## config.mk

```make
export PLATFORM = sky130hd
export DESIGN_NAME = seg7_scan_mux
export DESIGN_NICKNAME = d
export VERILOG_FILES = /design/src/rtl/seg7_scan_mux.sv
export SDC_FILE = /design/constraint.sdc
export NUM_CORES = 1
export LEC_CHECK = 0
export ABC_AREA = 1
export BUFFER_PORTS_ARGS = -buffer_cell sky130_fd_sc_hd__buf_4
export CAP_MARGIN = 20
export CORE_MARGIN = 4
export CORE_UTILIZATION = 51
export CTS_BUF_LIST = sky130_fd_sc_hd__clkbuf_8 sky130_fd_sc_hd__clkbuf_16
export CTS_CLUSTER_SIZE = 30
export DETAILED_ROUTE_END_ITERATION = 12
export PLACE_DENSITY = 0.77
export SLEW_MARGIN = 30
export SYNTH_ARGS = -nofsm -noshare
export SYNTH_HDL_FRONTEND = slang
export SYNTH_SLANG_ARGS = --single-unit
```

## constraint.sdc

```tcl
create_clock -name clk -period 1.9 [get_ports clk]
set_input_delay 0.095 -clock clk [delete_from_list [all_inputs] [get_ports clk]]
set_output_delay 0.095 -clock clk [all_outputs]
set_load 0.02 [all_outputs]
```

## src/rtl/seg7_scan_mux.sv

```systemverilog
// Six-digit multiplexed seven-segment driver with per-slot dead-time and a once-per-frame input snapshot.
// Optional leading-zero blanking of the tens digits is enabled by defining SEG7_LZB_EN.
module seg7_scan_mux #(
  parameter int DIV  = 50000,
  parameter int DEAD = 16
) (
  input  logic       clk,
  input  logic       rst,
  input  logic [6:0] seg_a_dez,
  input  logic [6:0] seg_a_uni,
  input  logic [6:0] seg_b_dez,
  input  logic [6:0] seg_b_uni,
  input  logic [6:0] seg_s_dez,
  input  logic [6:0] seg_s_uni,
  input  logic       cout_som,
  input  logic       cout_sub,
  output logic [5:0] an,
  output logic [6:0] seg,
  output logic       dp,
  output logic       frame_tick
);

  localparam int CNT_W = (DIV > 1) ? $clog2(DIV) : 1;
  localparam logic [CNT_W-1:0] CNT_MAX = CNT_W'(DIV - 1);

  typedef enum logic {ST_DEAD, ST_SHOW} state_t;

  // cnt/idx name the scan position that the output registers load on the next edge.
  logic [CNT_W-1:0] cnt;
  logic [2:0]       idx;
  state_t           state;
  state_t           nxt_state;
  logic             in_dead;
  logic             slot_end;
  logic             frame_end;

  logic [6:0] in_code [6];
  logic [6:0] shadow  [6];
  logic       sh_som;
  logic       sh_sub;
  logic [6:0] cur_code;
  logic [6:0] disp_code;
  logic       dp_next;

  if (DEAD == 0) begin : g_no_dead
    assign in_dead = 1'b0;
  end else begin : g_dead
    localparam logic [CNT_W-1:0] DEAD_C = CNT_W'(DEAD);
    assign in_dead = (cnt < DEAD_C);
  end

  assign slot_end  = (cnt == CNT_MAX);
  assign frame_end = slot_end && (idx == 3'd5);
  assign nxt_state = in_dead ? ST_DEAD : ST_SHOW;

  always_comb begin
    in_code[0] = seg_a_dez;
    in_code[1] = seg_a_uni;
    in_code[2] = seg_b_dez;
    in_code[3] = seg_b_uni;
    in_code[4] = seg_s_dez;
    in_code[5] = seg_s_uni;
  end

  always_comb begin
    cur_code = shadow[0];
    case (idx)
      3'd1:    cur_code = shadow[1];
      3'd2:    cur_code = shadow[2];
      3'd3:    cur_code = shadow[3];
      3'd4:    cur_code = shadow[4];
      3'd5:    cur_code = shadow[5];
      default: cur_code = shadow[0];
    endcase
  end

  always_comb begin
    disp_code = cur_code;
`ifdef SEG7_LZB_EN
    // Tens digits sit in the even slots; a lone zero there is blanked.
    if (!idx[0] && cur_code == 7'b1000000)
      disp_code = 7'b1111111;
`endif
  end

  always_comb begin
    dp_next = 1'b1;
    if (idx == 3'd4)
      dp_next = ~sh_som;
    else if (idx == 3'd5)
      dp_next = ~sh_sub;
  end

  always_ff @(posedge clk or posedge rst) begin
    if (rst) begin
      cnt        <= '0;
      idx        <= '0;
      state      <= ST_DEAD;
      an         <= 6'b111111;
      seg        <= 7'b1111111;
      dp         <= 1'b1;
      frame_tick <= 1'b0;
      sh_som     <= 1'b0;
      sh_sub     <= 1'b0;
      for (int i = 0; i < 6; i++)
        shadow[i] <= 7'b1111111;
    end else begin
      cnt <= slot_end ? '0 : cnt + CNT_W'(1);
      if (slot_end)
        idx <= (idx == 3'd5) ? 3'd0 : idx + 3'd1;

      // Anodes move only at a slot start or at the dead-to-show boundary.
      state <= nxt_state;
      if (cnt == '0 || nxt_state != state)
        an <= (nxt_state == ST_DEAD) ? 6'b111111 : ~(6'b000001 << idx);

      seg        <= disp_code;
      dp         <= dp_next;
      frame_tick <= frame_end;

      // The last slot still reads the old shadow; the new frame starts from the fresh one.
      if (frame_end) begin
        sh_som <= cout_som;
        sh_sub <= cout_sub;
        for (int i = 0; i < 6; i++)
          shadow[i] <= in_code[i];
      end
    end
  end

endmodule

```

* Word-level counts from Yosys, hierarchy flattened
Index checks and enable logic that the tools add are counted.
** Cells by class
- $add $sub $neg :: 2
- Multipliers :: 0
- Div/mod/pow operators :: 0
- Order comparisons :: 1
- Equality and inequality tests :: 7
- Shift-type cells :: 1
- Muxes and demuxes :: 7
- Bitwise operators :: 3
- Reductions and logical operators :: 3
** Operators with widths (number)
- 7-bit case mux with 5 select lines :: 1
- 16-bit by 1-bit adder with 16-bit output, second input constant :: 1
- 16-bit equality test, second input constant :: 1
- 16-bit zero test :: 1
- 16-bit by 5-bit < comparator with 1-bit output, second input constant :: 1
- 16-bit two-way mux :: 1
- 3-bit by 2-bit equality test with 1-bit output, second input constant :: 2
- 3-bit equality test, second input constant :: 2
- 6-bit two-way mux :: 1
- 6-bit inverter :: 1
- 1-bit by 3-bit << shifter with 6-bit output, first input constant :: 1
- 3-bit by 1-bit adder with 3-bit output, second input constant :: 1
- 3-bit by 1-bit equality test with 1-bit output, second input constant :: 1
- 1-bit two-way mux :: 3
- 3-bit two-way mux :: 1
- 1-bit inverter :: 2
- 1-bit logical AND :: 1
- 1-bit logical OR :: 1
- 1-bit != test :: 1
** Word-level totals
- Flip-flop bits (word level) :: 79
- Latch bits :: 0
- RAM bits :: 0
- Memory bits (read-only) :: 0
- Output and inout port bits :: 15
- Word-level logic and storage cells :: 39
- Memories :: 0

* Depth between registers and ports, before layout
Gate-level depths: netlist (run 1).
- Word-level depth :: 4
- Mapped depth :: 9
- Mapped depth without buffers :: 9

* Worst setup path before layout (run 1)
OpenSTA, ideal clock, no wires.
- Path kind :: register to register
- From :: reg cnt[0]
- To :: reg sh_som
- Library setup time :: 0.117 ns
- Arrival time :: 1.430 ns
- Data required time :: 1.783 ns
- Setup slack :: 0.352 ns
- Stages on the path, launching flop included :: 10
- Path buffers :: 1
- Clock period less this slack :: 1.548 ns
- Cell sequence :: dfrtp_1 -> ha_1 -> nand2_1 -> inv_1 -> nand2_1 -> nor2_4 -> nand3_2 -> buf_2 -> nand2_1 -> nand2_1
** On the way
- Word-level cells in the longest chain between the ends :: 2
** Ends and longest elaborated chain
- start: declaration :: line 29 : logic [CNT_W-1:0] cnt;
- start signal: assignment :: line 108 : cnt <= slot_end ? '0 : cnt + CNT_W'(1);
- 16-bit equality test :: line 52 : assign slot_end = (cnt == CNT_MAX);
- 1-bit logical AND :: line 53 : assign frame_end = slot_end && (idx == 3'd5);
- end signal: assignment :: line 123 : sh_som <= cout_som;
- end: declaration :: line 39 : logic sh_som;
No other way between the ends.
A chain may end at the register's enable or synchronous reset.

* Final worst setup path (run 1)
- From :: reg cnt[0]
- To :: reg idx[1]
** On the way
- Word-level cells in the longest chain between the ends :: 1
** Ends and longest elaborated chain
- 16-bit equality test :: line 52
- end signal: assignment :: line 110 : idx <= (idx == 3'd5) ? 3'd0 : idx + 3'd1;
- end: declaration :: line 30 : logic [2:0] idx;
No other way between the ends.

==> run_results.csv, run 1 <==
group,metric,value,unit
outcome,status,"finished, final reports clean",
setup_path,cpPeakStageDelay,0.43,ns
final_layout,final_cell_mix,"nand2_1 (183), buf_4 (72), dfstp_2 (56)",
power_and_ir_drop,powerDensity,597,nW/um^2
power_and_ir_drop,comb_power_share,6.0,%
route,dr.first_iter.drc_count,141,
final_layout,area_delta_synth_final,32.0,%
sta,worst_pin_slew,0.508,ns
floorplanning,core_area,7290,sq um
power_and_ir_drop,clkPwrFrac,38.1,%
setup_path,crit_type,"flip-flop to flip-flop",
sta,rsz0062_at_grt,"false",
sta,period_needed,1.71,ns
global_route,grt_use_total,22.4,%
clock_network,cts_tree,"yes",
final_layout,layout_commonest_cell,"nand2_1",
power_and_ir_drop,seqPwrFrac,55.9,%
sta,relSlewSlack,65.8,%
clock_network,postCtsSetupBuffers,0,
setup_path,crit_fanout,9,
sta,hold_viol_final,0,
route,route.vias.total,3516,
sta,holdWs,0.00273,ns
clock_network,clockBufferDepth,2,
clock_network,h-tree-depth,3,
floorplanning,io_pins,61,
sta,tns,0,ns
sta,fmax,584,MHz
clock_network,clk_latency,0.35,ns
route,drc_errors,0,
place,post-dp-hpwl,6460,um
global_route,overflow,0,
synthesis,synth-seq-cells,79,
place,dpl_worst_slack,0.163,ns
synthesis,synth-main-ff-cell,"dfstp_2",
global_route,grt_pass1_vias,3436,
sta,finalClockSkew,0.00834,ns
final_layout,fin_area,5050,sq um
route,routedWlPerCell,13.7,um
global_route,grt_first_pass_wirelength,15600,um
final_layout,drive_above_1_share,26.9,%
route,finalWirelength,9380,um
final_layout,final.fill_count,586,
sta,setup_slack,0.188,ns
final_layout,diodes,0,
synthesis,synth_fp_nets,523,
synthesis,synthCells,474,
sta,drv_slew,0,
hold_path,hold_class,"primary input to flip-flop",
place,io_buffers,60,
floorplanning,die_h,94.7,um
setup_path,crit_path_frequent_cell,"nand2_1",
setup_path,end_kind,"flip-flop",
setup_path,r2r_slack,0.19,ns
power_and_ir_drop,p_leak,2.49,nW
floorplanning,die_area,8960,sq um
setup_path,worst_path_max_delay_cell,"dfrtp_1",
final_layout,final_nets,628,
synthesis,synth.distinct_cells,24,
global_route,grt_max_degree,46,
route,antenna_left,0,
global_route,antenna_found_initial,0,
power_and_ir_drop,vdd_ir_drop_max,0.317,mV
synthesis,synthArstFlopShare,100,%
clock_network,clk_pin_slew_worst_paths,0.08,ns
synthesis,synth_area_per_cell,8.08,sq um
synthesis,yosys_warnings,0,
synthesis,yosysSeqAreaShare,53.4,%
power_and_ir_drop,internal_power,2.35,mW
synthesis,synth_edf_count,0,
setup_path,cp_data_arrival_time,1.95,ns
floorplanning,initial_utilization,52.5,%
route,drt_pass1_iterations,5,
sta,fin_crit_sh,90.1,%
synthesis,netlist_area,3830,sq um
sta,setup_violations,0,
setup_path,cp_num_buf_inv,2,
clock_network,clock-root-buffer,"clkbuf_8",
clock_network,cts.sinks,79,
setup_path,cp.required,2.14,ns
power_and_ir_drop,p_switching,668,uW
floorplanning,die_w,94.7,um
setup_path,critPathTopFamily,"simple AND/OR/NAND/NOR gates",
power_and_ir_drop,swShare,22.1,%
place,gp_congestion,0.818,
setup_path,worst_setup_path_start_kind,"flip-flop",
setup_path,path_cells,"ha_1, nand2_1, inv_1, nand2_1, nor2_4, nand2_1, clkinvlp_4, nand2_1, nand2_1",
floorplanning,rows,31,
flow_run,drv_cap,0,
place,placed_area,4460,sq um
route,vias_per_cell,5.15,
clock_network,numCtsBuffers,9,
[flip-flops by register name (all words and copies together) (netlist names)]
register and flops:
shadow 42, cnt 16, seg 7, an 6, idx 3, dp 1
frame_tick 1, sh_som 1, sh_sub 1, state 1
[routing by layer]
layer | vias up | routed length (um) | GRT usage [%] | part of all wire, %
met4 | 0 | 180 | 10.6 | 1.9
met1 | 1645 | 4050 | 29.2 | 43
li1 | 1745 | - | - | -
met2 | 105 | 4630 | 35.8 | 49
met5 | - | 0 | 0 | 0
met3 | 21 | 520 | 4.46 | 5.5
[worst register-to-register path: stages (launching register included)]
cell and delay [ns]:
dfrtp_1 0.43, ha_1 0.23, nand2_1 0.08, inv_1 0.06, nand2_1 0.16, nor2_4 0.08, nand2_1 0.19, clkinvlp_4 0.23
nand2_1 0.10, nand2_1 0.06
[power groups by stage]
stage	Combinational (mW)	Sequential, mW	Clock [mW]
final	0.183	1.69	1.15
after global routing	0.197	1.69	1.25
after CTS	0.181	1.69	1.17
after detailed placement	0.117	1.71	0
after global placement	0.115	1.71	0
after floorplan	0.0244	1.71	0
[synthesized netlist by cell type (4+ instances only)]
master    number  area share [%]
nand4_1       47             7.7
nor2_1        47             4.6
nand3_1       20             2.6
buf_2          6            0.78
o21ai_0        4            0.52
xor2_1        10             2.3
dfrtp_1       23              15
clkbuf_1      12             1.2
inv_1         29             2.8
nand2_1      184              18
dfstp_2       56              38
a21oi_1       16             2.1
[kinds of logic after synthesis]
kind of cell	synth area share, %
AOI/OAI and AO/OA	3.07
adders and majority gates	0.980
and+or+nand+nor	34.7
DFF	53.4
buffers and inverters	5.49
xor gates and xnor gates	2.29
[repair_timing]
item | CTS | global route
setup endpoints to repair | 0 | 7
hold buffers | 40 | 0
gates resized for setup | 0 | 3
hold endpoints to repair | 62 | 0
[stage by stage]
stage | util [%] | instances | power, mW
after floorplan | - | 474 | 1.74
after global placement | 61.2 | 627 | 1.83
after detailed placement | 61.2 | 627 | 1.83
after CTS | 69.2 | 683 | 3.04
after global routing | 69.3 | 683 | 3.13
final | 69.3 | 683 | 3.02
[final timing paths]
check,from,end,cells past startpoint
max in group asynchronous,rst,seg[4],4
setup reg to reg,cnt[0],idx[1],9
setup / recovery,cnt[0],idx[1],9
hold / removal,cout_som,sh_som,3
min in group asynchronous,rst,cnt[13],4
hold reg to reg,shadow[0],shadow[0],2
[final cells by class]
class                      count  area (sq um)  share of cell area, %
clock inverter                 6          35.0                  0.693
tap                           99           124                   2.45
sequential                    79          2050                   40.5
timing repair buffer         115           992                   19.6
multi-input combinational    341          1580                   31.2
inverter                      33           131                   2.60
clock buffer                  10           149                   2.95
No activity file was read; power rests on OpenSTA's default activity.
==> run 2, diff against run 1 <==
--- a/config.mk
+++ b/config.mk
@@ -14,6 +14,7 @@
 export CTS_CLUSTER_SIZE = 30
 export DETAILED_ROUTE_END_ITERATION = 12
 export PLACE_DENSITY = 0.77
+export RECOVER_POWER = 100
 export SLEW_MARGIN = 30
 export SYNTH_ARGS = -nofsm -noshare
 export SYNTH_HDL_FRONTEND = slang
==> run 2 against run 1 <==
- the run now ends with negative hold slack left
- combinational power down 5%
- non-clock buffer count unchanged
- sequential power about the same
- wire length grew 0.35%
- die area stayed put
- core utilization fell by 1.3 points
- critical path type unchanged
- critical endpoint unchanged
- largest power group unchanged
==> run_results.csv, run 2 (synthesis results as in run 1) <==
group,metric,value,unit
clock_network,clk_pin_slew_worst_paths,0.08,ns
floorplanning,die_w,94.7,um
setup_path,critPathTopFamily,"simple AND/OR/NAND/NOR gates",
power_and_ir_drop,internal_power,2.34,mW
setup_path,cp_data_arrival_time,1.95,ns
route,routedWlPerCell,13.8,um
clock_network,postCtsSetupBuffers,0,
route,dr.first_iter.drc_count,150,
setup_path,crit_fanout,9,
global_route,overflow,0,
setup_path,crit_type,"flip-flop to flip-flop",
final_layout,reg.largest.list,"shadow: 42 flops, cnt: 16 flops, seg: 7 flops",
sta,finalClockSkew,0.00896,ns
floorplanning,io_pins,61,
sta,fmax,585,MHz
clock_network,clockBufferDepth,2,
power_and_ir_drop,vdd_ir_drop_max,0.318,mV
final_layout,largest_reg_flops,42,
outcome,status,"finished with violations",
final_layout,final_nets,628,
floorplanning,rows,31,
route,antenna_left,0,
final_layout,drive_above_1_share,24.0,%
clock_network,h-tree-depth,3,
global_route,grt_pass1_vias,3436,
global_route,antenna_found_initial,0,
place,post-dp-hpwl,6460,um
setup_path,path_cells,"ha_1, nand2_1, inv_1, nand2_1, nor2_4, nand2_1, clkinvlp_4, nand2_1, nand2_1",
final_layout,area_delta_synth_final,29.4,%
clock_network,numCtsBuffers,9,
power_and_ir_drop,fin_total_pwr,3.01,mW
power_and_ir_drop,comb_power_share,5.7,%
sta,relSlewSlack,28.3,%
sta,holdWs,-0.000926,ns
final_layout,diodes,0,
sta,drv_slew,0,
route,finalWirelength,9420,um
global_route,grt_first_pass_wirelength,15600,um
route,route.vias.total,3540,
setup_path,cp.required,2.14,ns
clock_network,cts_tree,"yes",
final_layout,top_register,"shadow",
setup_path,worst_path_max_delay_cell,"dfrtp_1",
power_and_ir_drop,p_switching,669,uW
setup_path,crit_path_frequent_cell,"nand2_1",
setup_path,worst_setup_path_start_kind,"flip-flop",
power_and_ir_drop,seqPwrFrac,56.0,%
power_and_ir_drop,clkPwrFrac,38.3,%
clock_network,cts.sinks,79,
outcome,failed_checks,"negative hold slack",
clock_network,clk_latency,0.36,ns
final_layout,layout_commonest_cell,"nand2_1",
flow_run,drv_cap,0,
place,gp_congestion,0.818,
hold_path,hold_class,"primary input to flip-flop",
sta,setup_violations,0,
route,drc_errors,0,
sta,worst_pin_slew,1.08,ns
setup_path,cpPeakStageDelay,0.43,ns
setup_path,end_kind,"flip-flop",
floorplanning,die_area,8960,sq um
final_layout,final_cell_mix,"nand2_1 (183), dfstp_2 (54), buf_4 (53)",
power_and_ir_drop,p_leak,2.43,nW
floorplanning,initial_utilization,52.5,%
sta,hold_viol_final,2,
sta,tns,0,ns
global_route,grt_use_total,22.4,%
place,io_buffers,60,
power_and_ir_drop,swShare,22.2,%
power_and_ir_drop,powerDensity,608,nW/um^2
route,vias_per_cell,5.18,
sta,fin_crit_sh,90.0,%
clock_network,clock-root-buffer,"clkbuf_8",
sta,rsz0062_at_grt,"false",
setup_path,cp_num_buf_inv,2,
sta,period_needed,1.71,ns
global_route,grt_max_degree,46,
route,drt_pass1_iterations,5,
floorplanning,core_area,7290,sq um
floorplanning,die_h,94.7,um
-- run 2: cell types whose count changed in the layout (fill, tap and decap cells not counted) --
cell        delta
buf_4         -19
clkbuf_1      +14
clkbuf_2       +5
buf_12         -2
clkbuf_4       +2
dfstp_1        +2
dfstp_2        -2
clkinvlp_2     +1
clkinvlp_4     -1
nand3_1        +1
nand3_2        -1
-- run 2: worst paths after layout --
kind	startpoint	endpoint	slack, ns	cells past startpoint
max	cnt[0]	idx[1]	0.19	9
max reg2reg	cnt[0]	idx[1]	0.19	9
min reg2reg	shadow[0]	shadow[0]	0.46	2
min in group asynchronous	rst	cnt[13]	0.67	4
max in group asynchronous	rst	idx[0]	0.57	4
min	cout_som	sh_som	-0.0009	3
-- run 2: area by class of cell --
class                   instances  area (sq um)
inverters                      33           129
flip-flops and latches         79          2050
clock buffers                  10           149
clock inverters                 6          35.0
fillers                       612          2340
well taps                      99           124
multi-input cells             341          1570
repair buffers                115           902
-- run 2: timing repair --
action / 4_1_cts / 5_1_grt
endpoints found under the hold margin: 62 / 0
hold buffers: 40 / 0
endpoints found under the setup margin: 0 / 7
gates resized for setup: 0 / 3
-- run 2: power groups by stage --
stage / sequential (mW) / combinational (mW) / clock, mW
finish: 1.69 / 0.173 / 1.15
global route: 1.69 / 0.188 / 1.25
CTS: 1.69 / 0.181 / 1.17
detailed placement: 1.71 / 0.117 / 0
global placement: 1.71 / 0.115 / 0
floorplan: 1.71 / 0.0244 / 0
-- run 2: metal layers --
layer / wire (um) / part of all wire (%) / track usage, %
met5: 0 / 0 / 0
met2: 4650 / 49 / 35.8
met4: 198 / 2.1 / 10.6
met3: 537 / 5.7 / 4.46
met1: 4030 / 43 / 29.2
-- run 2: worst min-delay path, cell delays in order --
cell and delay, ns:
buf_4 0.08, nand4_1 0.07, nand2_1 0.08
-- run 2: through the flow --
| step | setup WS (ns) | cell area (sq um) | utilization (%) | cells | hold slack, ns |
|---|---|---|---|---|---|
| after floorplan | 0.352 | 3830 | - | 474 | 0.210 |
| after global placement | 0.256 | 4460 | 61.2 | 627 | 0.217 |
| after detailed placement | 0.163 | 4460 | 61.2 | 627 | 0.214 |
| after CTS | 0.150 | 5040 | 69.2 | 683 | 0.00295 |
| after global routing | 0.0450 | 4960 | 68.0 | 683 | 0.0170 |
| final | 0.190 | 4960 | 68.0 | 683 | -0.000926 |
==> run 3, diff against run 2 <==
--- a/config.mk
+++ b/config.mk
@@ -8,6 +8,7 @@
 export ABC_AREA = 1
 export BUFFER_PORTS_ARGS = -buffer_cell sky130_fd_sc_hd__buf_4
 export CAP_MARGIN = 20
+export CORE_ASPECT_RATIO = 0.5
 export CORE_MARGIN = 4
 export CORE_UTILIZATION = 51
 export CTS_BUF_LIST = sky130_fd_sc_hd__clkbuf_8 sky130_fd_sc_hd__clkbuf_16
==> run 3 against run 2 <==
- die area up 0.93%
- clock-buffer cell count unchanged
- critical path type unchanged
- total power up 18%
- the flow now finishes without violations
==> run_results.csv, run 3 (synthesis results as in run 1) <==
group,metric,value,unit
hold_path,whs_path_depth,3,
sta,setup_violations,0,
route,antenna_left,0,
setup_path,crit_type,"flip-flop to flip-flop",
setup_path,reg2regPathDepth,9,
setup_path,r2r_start,"cnt[0]",
clock_network,numCtsBuffers,9,
floorplanning,core_area,6990,sq um
route,dr.first_iter.drc_count,460,
global_route,overflow,0,
route,drt_pass1_iterations,6,
final_layout,largest_reg_flops,42,
final_layout,final.fill_count,549,
power_and_ir_drop,vdd_ir_drop_max,0.438,mV
sta,period_needed,1.77,ns
hold_path,holdPathEnd,"shadow[8]",
final_layout,drive_above_1_share,23.6,%
final_layout,layout_commonest_cell,"nand2_1",
sta,fmax,565,MHz
clock_network,clock-root-buffer,"clkbuf_16",
power_and_ir_drop,p_leak,2.50,nW
route,finalWirelength,10200,um
sta,finalClockSkew,0.00623,ns
place,dpl_worst_slack,0.0567,ns
place,io_buffers,60,
global_route,grt_pass1_vias,3487,
setup_path,r2r_slack,0.13,ns
setup_path,crit_fanout,36,
setup_path,worst_setup_path_start_kind,"flip-flop",
clock_network,clockBufferDepth,2,
floorplanning,initial_utilization,54.8,%
setup_path,cp.required,2.17,ns
global_route,grt_use_total,23.2,%
clock_network,cts_tree,"yes",
final_layout,reg.largest.list,"shadow: 42 flops, cnt: 16 flops, seg: 7 flops",
route,vias_per_cell,5.36,
setup_path,r2r-end,"shadow[24]",
global_route,antenna_found_initial,0,
setup_path,end_kind,"flip-flop",
sta,drv_slew,0,
hold_path,hold_class,"primary input to flip-flop",
place,post-dp-hpwl,6310,um
power_and_ir_drop,powerDensity,694,nW/um^2
route,drc_errors,0,
clock_network,cts.sinks,79,
route,route.vias.total,3632,
final_layout,top_register,"shadow",
floorplanning,io_pins,61,
setup_path,path_cells,"ha_1, nand2_1, inv_1, nand2_1, nor2_4, nand3_4, buf_12, nand2_1, nand2_1",
clock_network,clk_latency,0.34,ns
setup_path,cpPeakStageDelay,0.40,ns
floorplanning,rows,21,
hold_path,worstHoldStart,"seg_s_dez[1]",
outcome,status,"finished, final reports clean",
setup_path,worst_path_max_delay_cell,"dfrtp_2",
sta,setup_slack,0.129,ns
flow_run,drv_cap,0,
final_layout,final_nets,629,
setup_path,crit_path_frequent_cell,"nand2_1",
place,gp_congestion,0.962,
power_and_ir_drop,fin_total_pwr,3.56,mW
route,routedWlPerCell,15.1,um
setup_path,cp-startpoint,"cnt[0]",
sta,holdWs,0.00599,ns
final_layout,final_cell_mix,"nand2_1 (183), dfstp_2 (56), buf_4 (49)",
global_route,grt_first_pass_wirelength,16800,um
floorplanning,die_h,69.3,um
final_layout,area_delta_synth_final,33.7,%
final_layout,diodes,0,
clock_network,clk_pin_slew_worst_paths,0.06,ns
sta,fin_crit_sh,93.2,%
setup_path,cp_data_arrival_time,2.04,ns
sta,relSlewSlack,52.1,%
floorplanning,die_area,9040,sq um
global_route,grt_max_degree,55,
sta,worst_pin_slew,0.718,ns
clock_network,h-tree-depth,3,
floorplanning,die_w,131,um
sta,hold_viol_final,0,
[run 3: changes by cell type in the layout (fill, tap and decap cells not counted), sizes merged]
cell / previous run / this run
inv: 31 / 34
buf: 54 / 53
bufinv: 0 / 1
clkbuf: 31 / 33
dlygate4sd3: 40 / 39
clkinv: 5 / 2
[run 3: layout make-up]
type,count,area (sq um),share of cell area [%]
Clock inverter,6,52.6,1.03
Clock buffer,10,239,4.67
Tap cell,92,115,2.25
Timing Repair Buffer,115,948,18.5
Inverter,33,131,2.56
Multi-Input combinational cell,341,1580,30.9
Sequential cell,79,2050,40.0
Timing Repair inverter,1,5.00,0.0977
[run 3: critical path, delay by kind of cell (launching register included)]
family                   cells  cell delay [ns]
buffers and inverters        2             0.31
flip-flops                   1             0.40
AND/OR/NAND/NOR              6             0.78
adder cells (fa/ha/maj)      1             0.19
[run 3: metrics by stage]
stage	TNS (ns)	instances	instance area, sq um	util (%)
CTS	0	673	5150	73.8
global route	-0.0660	677	5120	73.3
global placement	0	618	4470	64.0
floorplan	0	474	3830	-
finish	0	677	5120	73.3
detailed placement	0	618	4470	64.0
[run 3: what timing repair did]
item	in CTS	in global routing
endpoints found under the hold margin	61	0
setup buffers	0	2
endpoints found under the setup margin	0	45
gates resized for setup	0	4
hold buffers	39	0
[run 3: per-layer routing]
layer | part of all wire, % | vias to the layer above | GRT usage, % | routed length [um]
met4 | 1.8 | 0 | 6.61 | 180
li1 | - | 1747 | - | -
met1 | 44 | 1710 | 31.8 | 4520
met5 | 0 | - | 0 | 0
met3 | 7.2 | 28 | 8.54 | 739
met2 | 47 | 147 | 34.6 | 4780
[run 3: worst max-delay path by stage]
stage                 end  cells past startpoint  slack [ns]
3_3_place_gp       cnt[9]                      8        0.17
5_1_grt        shadow[35]                      9       -0.02
2_1_floorplan      sh_som                      9        0.35
3_5_place_dp   shadow[21]                      9        0.06
6_report       shadow[24]                      9        0.13
4_1_cts        shadow[24]                      9       0.008
[run 3: power by group]
part | switching, mW | internal, mW | total, mW
combinational | 0.0605 | 0.111 | 0.172
sequential | 0 | 1.69 | 1.69
clock | 0.659 | 1.04 | 1.70
total | 0.720 | 2.84 | 3.56
